$ cat src/rtl/rv64g_l1_array_ctrl_pkg.sv
// Shared constants and types for the L1 array sequencer: FSM encodings,
// MESI line-state codes and requester indices used by the arbiter.
package rv64g_l1_array_ctrl_pkg;

    localparam int SETS           = 32;
    localparam int WAYS           = 8;
    localparam int WORDS_PER_LINE = 8;

    typedef enum logic [1:0] {
        L1C_IDLE  = 2'd0,
        L1C_FILL  = 2'd1,
        L1C_WB    = 2'd2,
        L1C_FLUSH = 2'd3
    } l1c_state_e;

    localparam logic [1:0] MESI_N = 2'b00;
    localparam logic [1:0] MESI_S = 2'b01;
    localparam logic [1:0] MESI_E = 2'b10;
    localparam logic [1:0] MESI_M = 2'b11;

    // Requester slots, lowest index = lowest priority.
    localparam int REQ_ST    = 0;
    localparam int REQ_FILL  = 1;
    localparam int REQ_WB    = 2;
    localparam int REQ_FLUSH = 3;

    function automatic logic is_last_word(input logic [2:0] word);
        return word == 3'(WORDS_PER_LINE - 1);
    endfunction

endpackage

$ cat src/rtl/rv64g_l1_req_arb.sv
// Fixed-priority arbiter for the array port: flush > writeback > fill > store.
// Grants are one-hot and only ever asserted while the sequencer is idle.
module rv64g_l1_req_arb
    import rv64g_l1_array_ctrl_pkg::*;
(
    input  logic       idle,
    input  logic [3:0] req,
    output logic [3:0] gnt
);

    // NOTE: gnt gets a default before any branch so no path through this
    // block leaves it unassigned, which would otherwise infer a latch.
    always_comb begin
        gnt = '0;
        if (idle) begin
            if (req[REQ_FLUSH])     gnt[REQ_FLUSH] = 1'b1;
            else if (req[REQ_WB])   gnt[REQ_WB]    = 1'b1;
            else if (req[REQ_FILL]) gnt[REQ_FILL]  = 1'b1;
            else if (req[REQ_ST])   gnt[REQ_ST]    = 1'b1;
        end
    end

endmodule

$ cat src/rtl/rv64g_l1_array_ctrl.sv
// L1 data/tag/state array sequencer: arbitrates stores, refills, writebacks and
// flush onto the single array port, stepping multi-beat transfers one word per cycle.
module rv64g_l1_array_ctrl
    import rv64g_l1_array_ctrl_pkg::*;
#(
    parameter int TAG_W   = 53,
    parameter int INDEX_W = 5
) (
    input  logic               clk_i,
    input  logic               rst_ni,

    input  logic               st_valid_i,
    output logic               st_ready_o,
    input  logic [INDEX_W-1:0] st_index_i,
    input  logic [2:0]         st_word_i,
    input  logic [2:0]         st_way_i,
    input  logic [7:0]         st_be_i,
    input  logic [63:0]        st_wdata_i,
    input  logic [TAG_W-1:0]   st_tag_i,
    input  logic [1:0]         st_state_i,

    input  logic               fill_req_i,
    output logic               fill_gnt_o,
    input  logic [INDEX_W-1:0] fill_index_i,
    input  logic [2:0]         fill_way_i,
    input  logic [TAG_W-1:0]   fill_tag_i,
    input  logic [1:0]         fill_state_i,
    input  logic               fill_valid_i,
    output logic               fill_ready_o,
    input  logic [63:0]        fill_data_i,
    output logic               fill_done_o,

    input  logic               wb_req_i,
    output logic               wb_gnt_o,
    input  logic [INDEX_W-1:0] wb_index_i,
    input  logic [2:0]         wb_way_i,
    output logic               wb_valid_o,
    input  logic               wb_ready_i,
    output logic [63:0]        wb_data_o,
    output logic [TAG_W-1:0]   wb_tag_o,
    output logic               wb_last_o,

    input  logic               flush_req_i,
    output logic               flush_done_o,

    output logic [INDEX_W-1:0] arr_index_o,
    output logic [2:0]         arr_word_o,
    output logic [2:0]         arr_way_o,
    output logic               arr_we_o,
    output logic [7:0]         arr_be_o,
    output logic [63:0]        arr_wdata_o,
    output logic [TAG_W-1:0]   arr_tag_o,
    output logic [1:0]         arr_state_o,
    output logic               arr_inval_all_o,
    input  logic [63:0]        arr_rdata_i,
    input  logic [TAG_W-1:0]   arr_tag_i
);

    l1c_state_e         state_q;
    logic [2:0]         cnt_q;
    logic [INDEX_W-1:0] idx_q;
    logic [2:0]         way_q;
    logic [TAG_W-1:0]   tag_q;
    logic [1:0]         fstate_q;

    logic               idle;
    logic [3:0]         req;
    logic [3:0]         gnt;
    logic               st_fire;
    logic               last_word;

    assign idle      = rst_ni && (state_q == L1C_IDLE);
    assign last_word = is_last_word(cnt_q);

    // The store slot is always "requesting" so its grant doubles as st_ready.
    always_comb begin
        req            = '0;
        req[REQ_FLUSH] = flush_req_i;
        req[REQ_WB]    = wb_req_i;
        req[REQ_FILL]  = fill_req_i;
        req[REQ_ST]    = 1'b1;
    end

    rv64g_l1_req_arb u_arb (
        .idle (idle),
        .req  (req),
        .gnt  (gnt)
    );

    assign st_fire = gnt[REQ_ST] && st_valid_i;

    // Outputs are decoded from the registered state; all held at zero during reset.
    always_comb begin
        st_ready_o      = 1'b0;
        fill_gnt_o      = 1'b0;
        fill_ready_o    = 1'b0;
        fill_done_o     = 1'b0;
        wb_gnt_o        = 1'b0;
        wb_valid_o      = 1'b0;
        wb_data_o       = '0;
        wb_tag_o        = '0;
        wb_last_o       = 1'b0;
        flush_done_o    = 1'b0;
        arr_index_o     = '0;
        arr_word_o      = '0;
        arr_way_o       = '0;
        arr_we_o        = 1'b0;
        arr_be_o        = '0;
        arr_wdata_o     = '0;
        arr_tag_o       = '0;
        arr_state_o     = MESI_N;
        arr_inval_all_o = 1'b0;
        if (rst_ni) begin
            case (state_q)
                L1C_IDLE: begin
                    st_ready_o = gnt[REQ_ST];
                    fill_gnt_o = gnt[REQ_FILL];
                    wb_gnt_o   = gnt[REQ_WB];
                    if (st_fire) begin
                        arr_we_o    = 1'b1;
                        arr_index_o = st_index_i;
                        arr_word_o  = st_word_i;
                        arr_way_o   = st_way_i;
                        arr_be_o    = st_be_i;
                        arr_wdata_o = st_wdata_i;
                        arr_tag_o   = st_tag_i;
                        arr_state_o = st_state_i;
                    end
                end
                L1C_FILL: begin
                    fill_ready_o = 1'b1;
                    arr_we_o     = fill_valid_i;
                    arr_index_o  = idx_q;
                    arr_word_o   = cnt_q;
                    arr_way_o    = way_q;
                    arr_be_o     = 8'hFF;
                    arr_wdata_o  = fill_data_i;
                    arr_tag_o    = tag_q;
                    // A partially refilled line stays invalid until its last word lands.
                    arr_state_o  = last_word ? fstate_q : MESI_N;
                    fill_done_o  = fill_valid_i && last_word;
                end
                L1C_WB: begin
                    wb_valid_o  = 1'b1;
                    arr_index_o = idx_q;
                    arr_word_o  = cnt_q;
                    arr_way_o   = way_q;
                    wb_data_o   = arr_rdata_i;
                    wb_tag_o    = arr_tag_i;
                    wb_last_o   = last_word;
                end
                L1C_FLUSH: begin
                    arr_inval_all_o = 1'b1;
                    flush_done_o    = 1'b1;
                end
                default: ;
            endcase
        end
    end

    // NOTE: all state here uses non-blocking assignments so every register
    // samples the pre-edge values, independent of statement order.
    always_ff @(posedge clk_i) begin
        if (!rst_ni) begin
            state_q  <= L1C_IDLE;
            cnt_q    <= '0;
            idx_q    <= '0;
            way_q    <= '0;
            tag_q    <= '0;
            fstate_q <= MESI_N;
        end else begin
            case (state_q)
                L1C_IDLE: begin
                    if (gnt[REQ_FLUSH]) begin
                        state_q <= L1C_FLUSH;
                    end else if (gnt[REQ_WB]) begin
                        state_q <= L1C_WB;
                        idx_q   <= wb_index_i;
                        way_q   <= wb_way_i;
                        cnt_q   <= '0;
                    end else if (gnt[REQ_FILL]) begin
                        state_q  <= L1C_FILL;
                        idx_q    <= fill_index_i;
                        way_q    <= fill_way_i;
                        tag_q    <= fill_tag_i;
                        fstate_q <= fill_state_i;
                        cnt_q    <= '0;
                    end
                end
                L1C_FILL: begin
                    if (fill_valid_i) begin
                        cnt_q <= cnt_q + 3'd1;
                        if (last_word) state_q <= L1C_IDLE;
                    end
                end
                L1C_WB: begin
                    if (wb_ready_i) begin
                        cnt_q <= cnt_q + 3'd1;
                        if (last_word) state_q <= L1C_IDLE;
                    end
                end
                L1C_FLUSH: state_q <= L1C_IDLE;
                default:   state_q <= L1C_IDLE;
            endcase
        end
    end

endmodule

$ cat config.mk
export PLATFORM = sky130hd
export DESIGN_NAME = rv64g_l1_array_ctrl
export DESIGN_NICKNAME = d
export VERILOG_FILES = /design/src/rtl/rv64g_l1_array_ctrl_pkg.sv /design/src/rtl/rv64g_l1_req_arb.sv /design/src/rtl/rv64g_l1_array_ctrl.sv
export SDC_FILE = /design/constraint.sdc
export NUM_CORES = 1
export LEC_CHECK = 0
export CAP_MARGIN = 20
export CORE_AREA = 8 8 255 257
export CTS_CLUSTER_DIAMETER = 40
export DETAILED_ROUTE_END_ITERATION = 12
export DIE_AREA = 0 0 263 265
export GPL_TIMING_DRIVEN = 1
export PLACE_DENSITY_LB_ADDON = 0.12
export SYNTH_ARGS = -nofsm -noshare
export SYNTH_HDL_FRONTEND = slang
export SYNTH_SLANG_ARGS = --single-unit
export TNS_END_PERCENT = 20
$ cat constraint.sdc
create_clock -name clk_i -period 2 [get_ports clk_i]
set_input_delay 0.2 -clock clk_i [delete_from_list [all_inputs] [get_ports clk_i]]
set_output_delay 0.2 -clock clk_i [all_outputs]
set_load 0.02 [all_outputs]
==> metrics.txt, run 1 <==
Slew Limit Headroom 0.776; TritonCTS clock tree yes; via count 8440; # fillers 6873; Longest Clk Path Bufs 2; maximum VDD drop 414 uV; Num CTS Buffers 9; Clock Latency Late Sink 360 ps; drc violations 0; critical path's largest stage delay 610 ps; number of vias per cell 3.78; Highest Clock Rate 427 MHz; period utilisation layout 1.17; post-layout util 0.226; area of the multi-input gates 3740 um2; Sequential cell area 1360 um2; nets@finish 1833; Post-Syn Instances 756; first-pass GRT wire length 67.2 mm; Seq/Total Area, Yosys 0.257; initial antenna violation count 6; RSZ-0062 raised after global routing true; Antenna Nets Post-Route 0; Mapped Nets 1161; post-synth cell types 33; mapped cell area 5300 um2; Crit Path Class reg2out; PortBufs 662; HPWL after DPL 39.6 mm; H-tree levels 3; Worst-path clk slew 60 ps; Max FO, Critical Path 56; outcome finished with violations; Worst EP arrival 2140 ps; Final Critical Period 2340 ps; Total GRT Usage 0.130; CP required 1800 ps; 1st-pass router iterations 4; Die Height 265 um; commonest non-fill, non-tap cell in the layout clkdlybuf4s50_1; Crit-path slowest cell clkdlybuf4s50_1; Pwr Density 679 nW/um2; DRT iter0 DRCs 418; Design Power 9.35 mW; synth-to-layout area growth 160%; placed cells 2197; CP Cell Sequence inv_2 -> buf_4 -> ha_4 -> buf_12 -> and3_1 -> clkdlybuf4s50_1; die area 69700 um2; most frequent cells in the layout 400 x clkdlybuf4s50_1, 178 x buf_4, 127 x nand2_1, 116 x and3_1, 89 x nor2_1; maxcap violations 0; share of layout cells above drive strength 1 0.262; Final GP Congestion 0.786; failing checks negative setup slack; clk root buf clkbuf_16; # rows 91; skew final 10.5 ps; Initial Util 0.0868; vias in the first global route 8807; CP top delay family buffers and inverters; Top Ports 663; Avg Inst Size Synth 7.01 um2; worst slew pin tran 335 ps; endpoint type of the worst setup path output port; clock sinks 68; Seq cells post-synth 68; total global routing overflow 0; Slew Limit Fails 0; leakage power 6.24 nW; routed wire length 48.7 mm; final hold viol count 0; Die X 263 um; core area 61000 um2; largest net degree at the start of global routing 75; Critical Path Start Type flip-flop; Final WS setup -339 ps; Critical path buffers and inverters 4; Hold Crit Class in2reg; wire per inst 21.8 um; Synth Warn # 0; post-cts hold buffer count 0; post-route insts no fill 2230; final setup fails 165
-- what timing repair did --
action | CTS | global route
setup buffers | 2 | 4
gates cloned | 1 | 4
endpoints found under the hold margin | 0 | 0
pin swaps | 1 | 13
endpoints found under the setup margin | 253 | 250
resized for setup | 427 | 477
-- final timing paths --
path	start	to	slack (ps)	depth (start not counted)
hold reg to reg	tag_q[5]	tag_q[5]	460	2
hold / removal	rst_ni	state_q[0]	290	4
setup reg to reg	state_q[1]	state_q[0]	60	9
setup / recovery	state_q[0]	wb_tag_o[10]	-340	6
-- Yosys cell counts --
| cell type | instances | area, um2 |
|---|---|---|
| nand4_1 | 1 | 6.26 |
| and3_1 | 119 | 744 |
| nor2_1 | 89 | 334 |
| nand3_1 | 8 | 40.0 |
| ha_1 | 7 | 87.6 |
| mux2i_1 | 3 | 30.0 |
| a21oi_1 | 2 | 10.0 |
| clkbuf_1 | 67 | 251 |
| buf_2 | 24 | 120 |
| nor2_2 | 1 | 6.26 |
| a22oi_1 | 78 | 586 |
| dfxtp_1 | 68 | 1360 |
| and4_1 | 2 | 17.5 |
| o21ai_0 | 11 | 55.1 |
| a32o_1 | 50 | 500 |
| or2_1 | 1 | 6.26 |
| o21ai_1 | 1 | 5.00 |
| and2_1 | 2 | 12.5 |
| nand4b_1 | 1 | 8.76 |
| o2bb2ai_1 | 1 | 8.76 |
| buf_4 | 2 | 15.0 |
| o211ai_1 | 1 | 7.51 |
| nor3_1 | 18 | 90.1 |
| and2b_1 | 1 | 7.51 |
| nand2_1 | 129 | 484 |
| inv_1 | 3 | 11.3 |
| a21boi_0 | 25 | 188 |
| inv_2 | 2 | 7.51 |
| nand3b_1 | 1 | 7.51 |
| nand4_2 | 1 | 12.5 |
| a21boi_1 | 30 | 225 |
| a32oi_1 | 2 | 17.5 |
| nand2b_1 | 5 | 31.3 |
-- where the power goes --
part	internal, mW	switching, mW	leakage, nW
clock network	0.959	0.682	0.149
registers	1.45	0.0598	0.551
logic	2.94	3.26	5.54
-- stage by stage --
| step | TNS (ps) | cell area [um2] | worst slack [ps] | hold WS, ps |
|---|---|---|---|---|
| after floorplan | 0 | 5300 | 88.6 | 335 |
| after global placement | -76310 | 13500 | -663 | 446 |
| after detailed placement | -76760 | 13500 | -668 | 453 |
| after CTS | -79240 | 13700 | -465 | 244 |
| after global routing | -50740 | 13800 | -445 | 271 |
| final | -28580 | 13800 | -339 | 285 |
-- registers in the layout, indices dropped and copies added, names as in the netlist --
signal,count
state_q,2
way_q,3
fstate_q,2
cnt_q,3
tag_q,53
idx_q,5
-- worst reg2reg max path: stages, from the launching register on --
cell       delay (ps)
dfxtp_2           330
inv_2              50
buf_4             130
ha_4              190
buf_12            170
buf_12            160
nand2b_1          250
nand4_1           170
nor3_1            280
o2bb2ai_1         150
-- layer usage --
metal | track usage | vias up | routed length [um]
met5 | 0 | - | 22
met4 | 0.0326 | 4 | 817
met3 | 0.0465 | 38 | 3300
met2 | 0.229 | 346 | 24700
met1 | 0.148 | 3966 | 19900
li1 | - | 4086 | -
-- final cells by class --
cell class | instances | area share
multi-input cells | 590 | 0.272
inverters | 5 | 0.00136
clock inverters | 7 | 0.00491
diodes | 7 | 0.00127
flip-flops and latches | 68 | 0.0990
repair buffers | 754 | 0.534
well taps | 790 | 0.0718
clock buffers | 9 | 0.0164
-- kinds of logic (layout without fill, tap and decap cells) --
logic type                 after synthesis  count (layout)  share of synthesized area
DFF                                     68              68                      0.257
and+or+nand+nor                        379             379                      0.342
other                                    0               7                          0
AOI/OAI and AO/OA                      201             201                      0.303
muxes                                    3               3                    0.00567
buffers and inverters                   98             775                     0.0765
adders and majority gates                7               7                     0.0165
Power figures use the tool's default switching activity.
==> run 2: changes to the inputs <==
CTS_CLUSTER_DIAMETER = not set   (was 40)
==> results of run 2 <==
The final DEF is identical to that of run 1; final timing and power are the same.
